$ cat config.mk
export PLATFORM = sky130hd
export DESIGN_NAME = ins_fetch_unit
export DESIGN_NICKNAME = d
export VERILOG_FILES = /design/src/rtl/ins_fetch_unit.sv
export SDC_FILE = /design/constraint.sdc
export NUM_CORES = 1
export LEC_CHECK = 0
export ABC_AREA = 1
export BUFFER_PORTS_ARGS = -buffer_cell sky130_fd_sc_hd__buf_2
export CAP_MARGIN = 20
export CORE_MARGIN = 4
export CORE_UTILIZATION = 47
export CTS_BUF_LIST = sky130_fd_sc_hd__clkbuf_4 sky130_fd_sc_hd__clkbuf_8
export CTS_CLUSTER_SIZE = 20
export DETAILED_ROUTE_END_ITERATION = 6
export GPL_TIMING_DRIVEN = 0
export PLACE_DENSITY = 0.82
export SYNTH_ARGS = -nofsm -noshare
export SYNTH_HDL_FRONTEND = slang
export SYNTH_SLANG_ARGS = --single-unit
export TNS_END_PERCENT = 30
$ cat constraint.sdc
create_clock -name clk -period 2.6 [get_ports clk]
set_input_delay 0.52 -clock clk [delete_from_list [all_inputs] [get_ports clk]]
set_output_delay 0.52 -clock clk [all_outputs]
set_load 0.01 [all_outputs]
$ cat src/rtl/ins_fetch_unit.sv
// Instruction-fetch front end: walks the PC, reads opcode plus 0-2
// extension words from ROM and holds the instruction until the decoder takes it.
//
// Ports:
//   clk, rst                  clock, async active-high reset
//   rom_req/rom_addr          ROM read request and word address (= pc)
//   rom_ack/rom_data          ROM read completion and data
//   Ins_load/Ins_addr         instruction valid and opcode word to decoder
//   ext_word1/2, ext_count    extension words and their count
//   ins_pc                    address of the presented opcode word
//   dec_ready                 decoder accept
//   branch_en/branch_target   one-cycle redirect request and target
//   halt                      stop fetching at the next instruction boundary
//   pc, busy                  current fetch address, not-halted flag
module ins_fetch_unit #(
    parameter int                ADDR_W   = 16,
    parameter logic [ADDR_W-1:0] RESET_PC = '0
) (
    input  logic              clk,
    input  logic              rst,
    output logic              rom_req,
    output logic [ADDR_W-1:0] rom_addr,
    input  logic              rom_ack,
    input  logic [15:0]       rom_data,
    output logic              Ins_load,
    output logic [15:0]       Ins_addr,
    output logic [15:0]       ext_word1,
    output logic [15:0]       ext_word2,
    output logic [1:0]        ext_count,
    output logic [ADDR_W-1:0] ins_pc,
    input  logic              dec_ready,
    input  logic              branch_en,
    input  logic [ADDR_W-1:0] branch_target,
    input  logic              halt,
    output logic [ADDR_W-1:0] pc,
    output logic              busy
);

    typedef enum logic [2:0] {
        FETCH_OP,
        FETCH_EXT1,
        FETCH_EXT2,
        ISSUE,
        HALTED
    } state_t;

    state_t            state_q;
    logic [ADDR_W-1:0] pc_q;
    logic [ADDR_W-1:0] ins_pc_q;
    logic [15:0]       ins_q;
    logic [15:0]       ext1_q;
    logic [15:0]       ext2_q;
    logic [1:0]        cnt_q;

    logic [1:0]        n_op;
    logic [ADDR_W-1:0] pc_inc;

    // Byte-count field: 00/01 carry no extension, 10 one word, 11 two.
    always_comb begin
        n_op = 2'd0;
        if (rom_data[13]) begin
            n_op = rom_data[12] ? 2'd2 : 2'd1;
        end
    end

    // Wraps modulo 2^ADDR_W.
    assign pc_inc = pc_q + ADDR_W'(1);

    always_ff @(posedge clk or posedge rst) begin
        if (rst) begin
            state_q  <= FETCH_OP;
            pc_q     <= RESET_PC;
            ins_pc_q <= '0;
            ins_q    <= '0;
            ext1_q   <= '0;
            ext2_q   <= '0;
            cnt_q    <= '0;
        end else if (branch_en) begin
            // Redirect wins everywhere; any same-cycle ack is dropped.
            pc_q <= branch_target;
            if (state_q != HALTED) begin
                state_q <= FETCH_OP;
            end
        end else begin
            unique case (state_q)
                FETCH_OP: begin
                    if (halt) begin
                        state_q <= HALTED;
                    end else if (rom_ack) begin
                        ins_q    <= rom_data;
                        ins_pc_q <= pc_q;
                        pc_q     <= pc_inc;
                        ext1_q   <= '0;
                        ext2_q   <= '0;
                        cnt_q    <= n_op;
                        state_q  <= (n_op == 2'd0) ? ISSUE : FETCH_EXT1;
                    end
                end
                FETCH_EXT1: begin
                    if (rom_ack) begin
                        ext1_q  <= rom_data;
                        pc_q    <= pc_inc;
                        state_q <= (cnt_q == 2'd2) ? FETCH_EXT2 : ISSUE;
                    end
                end
                FETCH_EXT2: begin
                    if (rom_ack) begin
                        ext2_q  <= rom_data;
                        pc_q    <= pc_inc;
                        state_q <= ISSUE;
                    end
                end
                ISSUE: begin
                    if (dec_ready) begin
                        state_q <= FETCH_OP;
                    end
                end
                HALTED: begin
                    if (!halt) begin
                        state_q <= FETCH_OP;
                    end
                end
                default: state_q <= FETCH_OP;
            endcase
        end
    end

    // rst gating makes the request drop the moment reset is asserted.
    assign rom_req   = !rst && (((state_q == FETCH_OP) && !halt) ||
                                (state_q == FETCH_EXT1) ||
                                (state_q == FETCH_EXT2));
    assign rom_addr  = pc_q;
    assign pc        = pc_q;
    assign Ins_load  = (state_q == ISSUE);
    assign Ins_addr  = ins_q;
    assign ext_word1 = ext1_q;
    assign ext_word2 = ext2_q;
    assign ext_count = cnt_q;
    assign ins_pc    = ins_pc_q;
    assign busy      = (state_q != HALTED);

endmodule

Word level (Yosys, flattened, before mapping). Cells that the tools add are included.

Register bits: 85. Input bits: 38. Output and inout bits: 101. Logic and storage cells: 66.

Add/subtract/negate cells: 1. Equal/unequal tests: 17. Multiplexer cells: 22. Bitwise logic cells: 2. Reduce and logical (&&, ||, !) cells: 17.

Operator list (number): $mux 16 (6); $pmux 16 s2 (3); $mux 3 (8); $add 16x1->16 const B (1); $ne 3x3->1 const B (5); $pmux 3 s5 (1); $reduce_and 5->1 (2); $ne 2x2->1 const B (4); $eq 3x2->1 const B (2); $mux 2 (3); $reduce_and 6->1 (1); $ne 4x4->1 const B (1); $reduce_and 4->1 (1); $reduce_bool 2->1 (2); $eq 3x1->1 const B (1); $eq 3x3->1 const B (1); $logic_not 3->1 (1); $ne 3x1->1 const B (1); $reduce_bool 3->1 (1); $eq 2x2->1 const B (1); $logic_and 1x1->1 (2); $logic_not 1->1 (2); $logic_not 2->1 (1); $logic_or 1x1->1 (2); 5 further kinds (6).

Longest topological paths before layout. Gate-level depths: netlist of the first run.

Word-level depth: 8. Mapped depth: 10. Depth with buffers taken out: 9.

Least setup slack after synthesis of the first run. Ideal clock, no wire load.

Path type: input to output. From: input halt. To: output rom_req. Data arrival time: 0.969 ns. Required time: 2.080 ns. Slack: 1.111 ns. Stages: 5. Buffers on the path: 0. Path through: inv_1 o21ai_0 nand2_1 inv_1 nor2_1.

Word-level cells in the longest chain between the ends: 5.

RTL lines: from (decl) (line 34) `input logic halt,`; $logic_not 1->1 (line 129) `assign rom_req = !rst && (((state_q == FETCH_OP) && !halt) ||`; $logic_and 1x1->1 (line 129); $logic_or 1x1->1 (line 129); $logic_or 1x1->1 (line 130) `(state_q == FETCH_EXT1) ||`; $logic_and 1x1->1 (line 129); to (decl) (line 21) `output logic rom_req,`.

Every way passes these cells.

Final worst setup path of the first run.
From: register state_q[1]. To: output rom_req.

Word-level cells in the longest chain between the ends: 5. Elaborated cells on any way between the ends: 7. Those cells by class: 2 x eq/ne; 5 x reduce/logical.

RTL lines: from (decl) (line 47) `state_t state_q;`; from (signal assigned) (line 96) `state_q <= (n_op == 2'd0) ? ISSUE : FETCH_EXT1;`; from (signal assigned) (line 103) `state_q <= (cnt_q == 2'd2) ? FETCH_EXT2 : ISSUE;`; $logic_not 3->1 (line 129); $logic_and 1x1->1 (line 129); $logic_or 1x1->1 (line 129); $logic_or 1x1->1 (*) (line 130); $logic_and 1x1->1 (*) (line 129).

Mark *: on every way between the ends. The rest lies on a longest branch, timed or not.

==> out/results.txt, run 1 <==
critical path cell sequence: inv_2 > nor2_1 > nand2_1 > nand2_1 > inv_1 > nor2_1 > buf_2
first-pass GRT wire length: 18200 um
crit end category: output pin
Seq. cell area: 2130 sq um
Synth async-reset ratio: 100%
GPL Wtd Cong: 0.931
DIE WIDTH: 102 um
dpl cells: 774
Fin. Hold Viols: 0
Area contributors post-synth: dfrtp_1, nand2_1, o21ai_0
Root Buffer: clkbuf_8
IO Count: 139
slowest CP cell: dfrtp_1
post-route minimum period: 2.03 ns
Cells after Synth: 528
Inserted Clock Buffers: 9
H-tree levels: 3
CP max stage delay: 0.45 ns
status: finished, final reports clean
CTS tree: done
fmax: 493 MHz
Final Util: 60.6%
drt drc: 0
post-DP HPWL: 8460 um
vias in the first global route: 3864
Remaining Overflow, GRT: 0
Post-synth EDFFs: 0
Post-CTS Setup Inserts: 0
pre-CTS setup slack: 0.769 ns
Synth Net Count: 567
Synth Flop Type: dfrtp_1
CP startpoint kind: flop
Nets: 716
CTS sink cnt: 85
relative slew slack: 64.7%
Fill cells: 791
Via Count: 3939
Reg2Reg Depth: 7
PostCTS Resize Cnt: 0
ANT cells: 0
arrival time worst endpoint: 1.51 ns
post-synthesis cell type count: 32
# setup viols final: 0
MaxCap Viol Count: 0
initial antenna violation count: 0
multi-input logic area: 1660 sq um
Clk pin slew, worst setup/hold paths: 0.09 ns
max-slew violation count: 0
Fin Setup TNS: 0 ns
Ys Warns: 0
largest net degree at the start of global routing: 39
DR pass1 iterations: 4
Core Area: 8680 sq um
most frequent cell after synthesis: nand2_1
Worst IR Drop VDD: 606 uV
cts hold-fix bufs: 0
post-route antenna net violation count: 0
Leakage: 3.08 nW
Die Span Y: 102 um
cell taking the most area after synthesis: dfrtp_1
All-Layer GR Usage: 22.0%
Final period util: 78.0%
final setup margin: 0.572 ns
skew final: 0.00730 ns
WP data required: 2.08 ns
register area share after synthesis: 51.2%
WL per Instance: 14.2 um
worst-margin pin slew: 0.530 ns
synthesized area: 4160 sq um
critical setup path kind: flop to output pin
crit-path max FO: 5
final std cells w/o fill: 790
Starting Density: 47.9%
commonest cells in the netlist: nand2_1, dfrtp_1, o21ai_0, inv_1, nand3_1
share of cells above drive strength 1: 29.8%
WHS: 0.144 ns
row count: 34
IO Port Bufs: 136
Iter 0 DRT Violations: 122
synthesis-to-finish area growth: 26.6%
FF+latch count, synth: 85
die area: 10400 sq um
min-delay worst type: primary input to async pin
unrepaired setup endpoints after global routing: false
Post-Route WL: 11200 um
Mean Syn Cell Area: 7.87 sq um
Yosys top cell area share: 51.2%
Via density: 4.99
Clock Latency Late Sink: 0.35 ns
PwrDens: 1100 nW/um^2
Max Root-Sink Buffers: 2
-- routing by layer --
layer  wire length, um  global-route usage [%]
met1              4530                    27.0
met2              5500                    37.4
met3              1010                    6.14
met4               148                    7.57
met5                 0                       0
-- area by class of cell --
type / count / area share (%)
Inverter: 36 / 2.64
Sequential cell: 85 / 40.4
Clock inverter: 7 / 2.28
Tap cell: 108 / 2.57
Clock buffer: 9 / 2.36
Multi-Input combinational cell: 372 / 31.6
Buffer: 35 / 4.38
Timing Repair Buffer: 138 / 13.7
-- cells by family (layout without fill, tap and decap cells) --
group           Yosys count  count (layout)  synth area share [%]
buf+inv                  71             225                  8.79
flops                    85              85                  51.2
fa+ha+maj                 1               1                 0.301
compound gates           47              47                  5.81
xor+xnor                  2               2                 0.422
simple gates            322             322                  33.5
-- state kept, by name (all words and copies together), names as in the netlist --
signal and flops:
Ins_addr 16, ext_count 2, ext_word1 16, ext_word2 16, ins_pc 16, pc 16, state_q 3
-- where the power goes --
part	leakage (nW)	switching [mW]	internal [mW]
Clock	0.120	0.496	0.643
Combinational	1.85	1.41	0.958
Sequential	1.10	0.407	1.86
Total	3.08	2.31	3.46
-- worst paths after layout --
kind	slack, ns	endpoint	start
max	0.57	rom_req	state_q[1]
min	0.14	ext_word2[7]	rst
max reg2reg	0.89	ins_pc[0]	state_q[1]
min reg2reg	0.47	Ins_addr[1]	Ins_addr[1]
max in group asynchronous	1.97	Ins_addr[1]	rst
min in group clk	0.39	ext_word2[6]	rom_data[6]
-- critical path, delay by kind of cell, from the launching register on --
family	cells	cell delay, ns
and+or+nand+nor	4	0.42
DFF	1	0.45
buffers and inverters	3	0.29
-- placed cells by master, fill, tap and decap left out --
master / instances
buf_12: 2
nand4_2: 1
o22ai_1: 1
nor2_1: 19
inv_1: 32
clkinvlp_4: 2
nand3_1: 31
nand2_8: 1
buf_6: 3
clkbuf_8: 9
nor3_2: 1
nand2_2: 1
clkinv_2: 1
clkbuf_2: 1
buf_2: 142
inv_2: 3
bufinv_16: 3
inv_6: 2
o21ai_0: 39
o31ai_1: 1
xor2_1: 2
buf_4: 18
dfrtp_1: 85
nand3_4: 2
clkbuf_1: 7
nor2_4: 3
nor2_8: 1
nand2_4: 1
or2_2: 5
nand4_1: 6
nor2_2: 1
o211ai_1: 1
ha_1: 1
nor3_1: 3
a21oi_1: 1
nand2_1: 245
and2_1: 1
o21ai_1: 4
-- through the flow --
stage / power (mW) / area [sq um]
6_report: 5.77 / 5260
3_3_place_gp: 4.56 / 4970
3_5_place_dp: 4.67 / 5010
2_1_floorplan: 3.65 / 4160
5_1_grt: 6.23 / 5260
4_1_cts: 5.82 / 5260
Power figures use the tool's default switching activity.
==> run 2, diff against run 1 <==
--- a/config.mk
+++ b/config.mk
@@ -5,16 +5,16 @@
 export SDC_FILE = /design/constraint.sdc
 export NUM_CORES = 1
 export LEC_CHECK = 0
-export ABC_AREA = 1
+export ABC_AREA = 0
 export BUFFER_PORTS_ARGS = -buffer_cell sky130_fd_sc_hd__buf_2
 export CAP_MARGIN = 20
 export CORE_MARGIN = 4
-export CORE_UTILIZATION = 47
+export CORE_UTILIZATION = 51
 export CTS_BUF_LIST = sky130_fd_sc_hd__clkbuf_4 sky130_fd_sc_hd__clkbuf_8
 export CTS_CLUSTER_SIZE = 20
 export DETAILED_ROUTE_END_ITERATION = 6
 export GPL_TIMING_DRIVEN = 0
-export PLACE_DENSITY = 0.82
+export PLACE_DENSITY = 0.86
 export SYNTH_ARGS = -nofsm -noshare
 export SYNTH_HDL_FRONTEND = slang
 export SYNTH_SLANG_ARGS = --single-unit
==> constraint.sdc (replaced) <==
create_clock -name clk -period 2 [get_ports clk]
set_input_delay 0.4 -clock clk [delete_from_list [all_inputs] [get_ports clk]]
set_output_delay 0.4 -clock clk [all_outputs]
set_load 0.01 [all_outputs]
==> out/results.txt, run 2 <==
status: finished, final reports clean
crit-path max FO: 5
Critical Path Start: state_q[0]
unrepaired setup endpoints after global routing: true
max-slew violation count: 0
synthesized area: 3730 sq um
relative slew slack: 61.5%
post-route antenna net violation count: 0
mux share of post-synthesis cell area: 9.89%
die area: 8750 sq um
IO Count: 139
largest net degree at the start of global routing: 46
Post-Synth XOR/XNOR Area: 0.235%
cell taking the most area after synthesis: dfrtp_1
CTS tree: done
Clock Latency Late Sink: 0.34 ns
PwrDens: 1000 nW/um^2
critical path's top delay family: simple AND/OR/NAND/NOR gates
WP data required: 1.60 ns
Reg2Reg Setup Slack: 0.08 ns
Root Buffer: clkbuf_8
fmax: 507 MHz
# setup viols final: 0
H-tree levels: 3
critical setup path kind: flop to output pin
drt drc: 0
Synth Flop Type: dfrtp_1
Synth Area in Adders: 0.335%
Via density: 5.46
Worst IR Drop VDD: 793 uV
Cells after Synth: 329
initial antenna violation count: 0
Iter 0 DRT Violations: 125
Synth async-reset ratio: 100%
Area contributors post-synth: dfrtp_1, mux2_2, nand2_1
share of cells above drive strength 1: 46.6%
first-pass GRT wire length: 15700 um
critical path cell sequence: buf_6 > or3b_4 > and3_4 > buf_6
CTS sink cnt: 85
post-route minimum period: 1.97 ns
RR Startpoint: pc[1]
dpl cell area: 4570 sq um
DIE WIDTH: 93.5 um
routing usage on met3: 6.19%
Nets: 525
synthesis-to-finish area growth: 31.3%
Via Count: 3204
fin area: 4900 sq um
row count: 30
cts hold-fix bufs: 0
Die Span Y: 93.5 um
Inserted Clock Buffers: 9
DR pass1 iterations: 4
compound-cell area share of the yosys netlist: 13.2%
main combinational cell family by area after synthesis: compound AO/OA/AOI/OAI gates
crit end category: output pin
Simple-Gate Fraction of Synth Area: 13.2%
commonest non-fill, non-tap cell in the layout: buf_2
vias in the first global route: 3239
Post-synth EDFFs: 0
Core Area: 6940 sq um
ANT cells: 0
MaxCap Viol Count: 0
Post-Route WL: 9640 um
Yosys top cell area share: 57.0%
IO Port Bufs: 138
Mean Syn Cell Area: 11.3 sq um
CP bufs+invs: 2
Synth Net Count: 368
Clk pin slew, worst setup/hold paths: 0.09 ns
Ys Warns: 0
Final period util: 98.7%
Leakage: 2.43 nW
post-synthesis cell type count: 50
met1 Use GR: 28.7%
CP max stage delay: 0.40 ns
register area share after synthesis: 57.0%
most frequent CP cell: buf_6
post-DP HPWL: 7050 um
Starting Density: 53.7%
skew final: 0.00863 ns
FF+latch count, synth: 85
All-Layer GR Usage: 22.8%
total number of cells along the worst setup path: 4
R2R Path End: pc[12]
CP startpoint kind: flop
grt met2 use: 37.7%
GPL Wtd Cong: 0.795
Fin Setup TNS: 0 ns
Remaining Overflow, GRT: 0
min-delay worst type: primary input to async pin
Reg2Reg Depth: 5
most frequent cell after synthesis: dfrtp_1
WL per Instance: 16.4 um
Top Usage Layer GRT: met2
Fin. Hold Viols: 0
CP endpoint: rom_req
slowest CP cell: dfrtp_1
commonest cells in the netlist: dfrtp_1, nand2_1, mux2_2, o21ai_0
commonest non-fill, non-tap cells in the layout: buf_2, dfrtp_1, nand2_1
arrival time worst endpoint: 1.57 ns
worst-margin pin slew: 0.575 ns
Max Root-Sink Buffers: 2
-- run 2: worst register-to-register path, stage by stage (launching register included) --
cell	delay, ns
dfrtp_1	0.46
ha_1	0.20
and2_1	0.22
nand4_1	0.28
or4_1	0.49
a31oi_1	0.18
-- run 2: layout make-up --
cell class,count,area [sq um]
buffer,35,234
multi-input combinational,204,1390
tap,96,120
clock inverter,7,98.8
fill,522,2040
inverter,5,22.5
timing repair inverter,1,5.00
timing repair buffer,145,776
sequential,85,2130
clock buffer,9,124
-- run 2: cell families (layout without fill, tap and decap cells) --
kind of cell / after synthesis / after routing
XOR/XNOR: 1 / 1
AO/OA/AOI/OAI: 70 / 70
flip-flops: 85 / 85
buffers and inverters: 40 / 202
multiplexers: 33 / 33
adder cells (fa/ha/maj): 1 / 1
AND/OR/NAND/NOR: 99 / 99
-- run 2: how the worst min path moves through the flow --
stage	from	endpoint	slack, ns	depth (start not counted)
after floorplan	ext_word2[0]	ext_word2[0]	0.52	2
after global placement	ext_word2[4]	ext_word2[4]	0.46	2
after detailed placement	ins_pc[9]	ins_pc[9]	0.47	2
after CTS	rst	pc[0]	0.14	2
after global routing	rst	ext_count[1]	0.14	2
final	rst	pc[0]	0.13	2
-- run 2: power breakdown --
group | switching, mW | total [mW] | internal [mW]
sequential | 0.224 | 2.29 | 2.06
combinational | 0.635 | 1.28 | 0.641
clock | 0.628 | 1.34 | 0.710
total | 1.49 | 4.90 | 3.41
-- run 2: per-stage QoR --
stage	worst slack (ns)	hold slack, ns	instances	power, mW	utilization [%]
after detailed placement	-0.312	0.473	564	3.58	65.8
after CTS	-0.00939	0.135	581	4.92	69.4
after floorplan	-0.442	0.516	329	3.00	-
after global placement	-1.18	0.457	563	3.51	65.5
final	0.0262	0.131	587	4.90	70.6
after global routing	-0.0552	0.137	587	5.19	70.6
-- run 2: per-layer routing --
layer | routed length [um] | vias to the layer above
met5 | 0 | -
met4 | 135 | 0
met3 | 889 | 22
met2 | 4690 | 141
met1 | 3920 | 1565
li1 | - | 1476
-- run 2: what timing repair did --
| item | 4_1_cts | 5_1_grt |
|---|---|---|
| pin swaps | 0 | 3 |
| buffers inserted | 0 | 5 |
| endpoints found under the hold margin | 0 | 0 |
| gates resized for setup | 6 | 10 |
| cloned | 1 | 0 |
| setup endpoints to repair | 2 | 26 |
==> run 3, diff against run 2 <==
--- a/config.mk
+++ b/config.mk
@@ -14,7 +14,9 @@
 export CTS_CLUSTER_SIZE = 20
 export DETAILED_ROUTE_END_ITERATION = 6
 export GPL_TIMING_DRIVEN = 0
+export HOLD_SLACK_MARGIN = 0.12
 export PLACE_DENSITY = 0.86
+export REMOVE_ABC_BUFFERS = 1
 export SYNTH_ARGS = -nofsm -noshare
 export SYNTH_HDL_FRONTEND = slang
 export SYNTH_SLANG_ARGS = --single-unit
==> out/results.txt, run 3 (synthesis results as in run 2) <==
MaxCap Viol Count: 0
crit end category: output pin
IO Count: 139
die area: 8750 sq um
Fin Setup TNS: 0 ns
PwrDens: 1040 nW/um^2
Via Count: 3026
Fill cells: 538
final setup margin: 0.0244 ns
met2 wire len: 4810 um
Clock Latency Late Sink: 0.36 ns
DIE WIDTH: 93.5 um
Remaining Overflow, GRT: 0
critical setup path kind: flop to output pin
Die Span Y: 93.5 um
pre-CTS setup slack: -0.457 ns
Post-Route WL: 9390 um
Reg2Reg Depth: 3
Starting Density: 53.7%
fmax: 506 MHz
WL per Instance: 17.0 um
arrival time worst endpoint: 1.58 ns
Reg2Reg Setup Slack: 0.07 ns
CP startpoint kind: flop
Max Root-Sink Buffers: 2
Leakage: 2.31 nW
Worst IR Drop VDD: 519 uV
Inserted Clock Buffers: 9
ANT cells: 0
row count: 30
synthesis-to-finish area growth: 25.8%
status: finished, final reports clean
post-DP HPWL: 6340 um
drt drc: 0
Fin. Hold Viols: 0
first-pass GRT wire length: 15100 um
Nets: 491
highest metal used: met4
R2R Path End: Ins_addr[6]
hold path depth: 3
Clk pin slew, worst setup/hold paths: 0.09 ns
# setup viols final: 0
hold path startpoint: branch_target[7]
All-Layer GR Usage: 22.4%
min-delay worst type: primary input to flop
crit-path max FO: 5
max-slew violation count: 0
WP data required: 1.60 ns
skew final: 0.0115 ns
Core Area: 6940 sq um
WHS Endpoint: pc[7]
vias in the first global route: 2941
worst-margin pin slew: 0.527 ns
relative slew slack: 64.8%
CTS sink cnt: 85
RR Startpoint: state_q[2]
Iter 0 DRT Violations: 156
post-route minimum period: 1.98 ns
unrepaired setup endpoints after global routing: true
GPL Wtd Cong: 0.779
commonest non-fill, non-tap cell in the layout: buf_2
Via density: 5.48
met1 wire length: 3830 um
dpl cells: 529
share of cells above drive strength 1: 45.8%
DR pass1 iterations: 4
post-route antenna net violation count: 0
total power: 4.87 mW
IO Port Bufs: 138
CTS tree: done
initial antenna violation count: 0
final std cells w/o fill: 552
met3 wire length: 490 um
Final period util: 98.8%
H-tree levels: 3
largest net degree at the start of global routing: 55
commonest non-fill, non-tap cells in the layout: buf_2, dfrtp_1, nand2_1
Root Buffer: clkbuf_8
run 3: changes by cell type in the layout (fill, tap and decap cells not counted), sizes merged:
| cell | change |
|---|---|
| buf | -22 |
| clkbuf | -8 |
| clkinv | -3 |
| clkinvlp | -3 |
| dlygate4sd1 | -1 |
| dlygate4sd3 | +1 |
| inv | +1 |
run 3: critical path, stage by stage, from the launching register on:
cell	delay, ns
dfrtp_4	0.51
or3b_4	0.39
and3_1	0.18
buf_2	0.14
run 3: repair_timing:
item                                    4_1_cts  5_1_grt
resized for setup                             5        8
hold buffers                                  2        0
endpoints found under the setup margin       84       49
setup buffers                                 5        1
hold endpoints to repair                     31        0
pin swaps                                     1        2
run 3: cell type report:
type	count	area (sq um)	area share [%]
Clock buffer	12	153	3.25
Inverter	5	21.3	0.453
Clock inverter	3	68.8	1.47
Sequential cell	85	2130	45.5
Timing Repair Buffer	147	793	16.9
Tap cell	96	120	2.56
Multi-Input combinational cell	204	1400	29.9
run 3: worst max-delay path by stage:
stage	startpoint	to	slack [ns]	cells after the start
floorplan	rst	rom_req	-1.01	2
global placement	rst	rom_req	-1.84	4
detailed placement	state_q[1]	ins_pc[13]	-0.46	3
CTS	state_q[1]	rom_req	0.02	3
global route	state_q[2]	ins_pc[13]	-0.09	3
finish	state_q[1]	rom_req	0.02	3
run 3: report_power, final:
group | internal (mW) | switching [mW] | total, mW | leakage, nW
Clock | 0.764 | 0.601 | 1.37 | 0.114
Sequential | 2.07 | 0.221 | 2.29 | 1.07
Combinational | 0.582 | 0.636 | 1.22 | 1.13
Total | 3.41 | 1.46 | 4.87 | 2.31
run 3: stage by stage:
step / instance area (sq um) / hold slack (ns) / util, %
6_report: 4690 / 0.249 / 67.6
5_1_grt: 4690 / 0.242 / 67.6
4_1_cts: 4660 / 0.240 / 67.2
3_5_place_dp: 4360 / 0.442 / 62.8
3_3_place_gp: 4330 / 0.459 / 62.4
2_1_floorplan: 3520 / 0.500 / -
run 3: routing by layer:
metal  vias to the layer above  global-route usage (%)
met1                      1481                    28.3
met4                         0                    10.8
met2                       106                    37.5
met5                         -                       0
met3                        24                    3.54
li1                       1415                       -
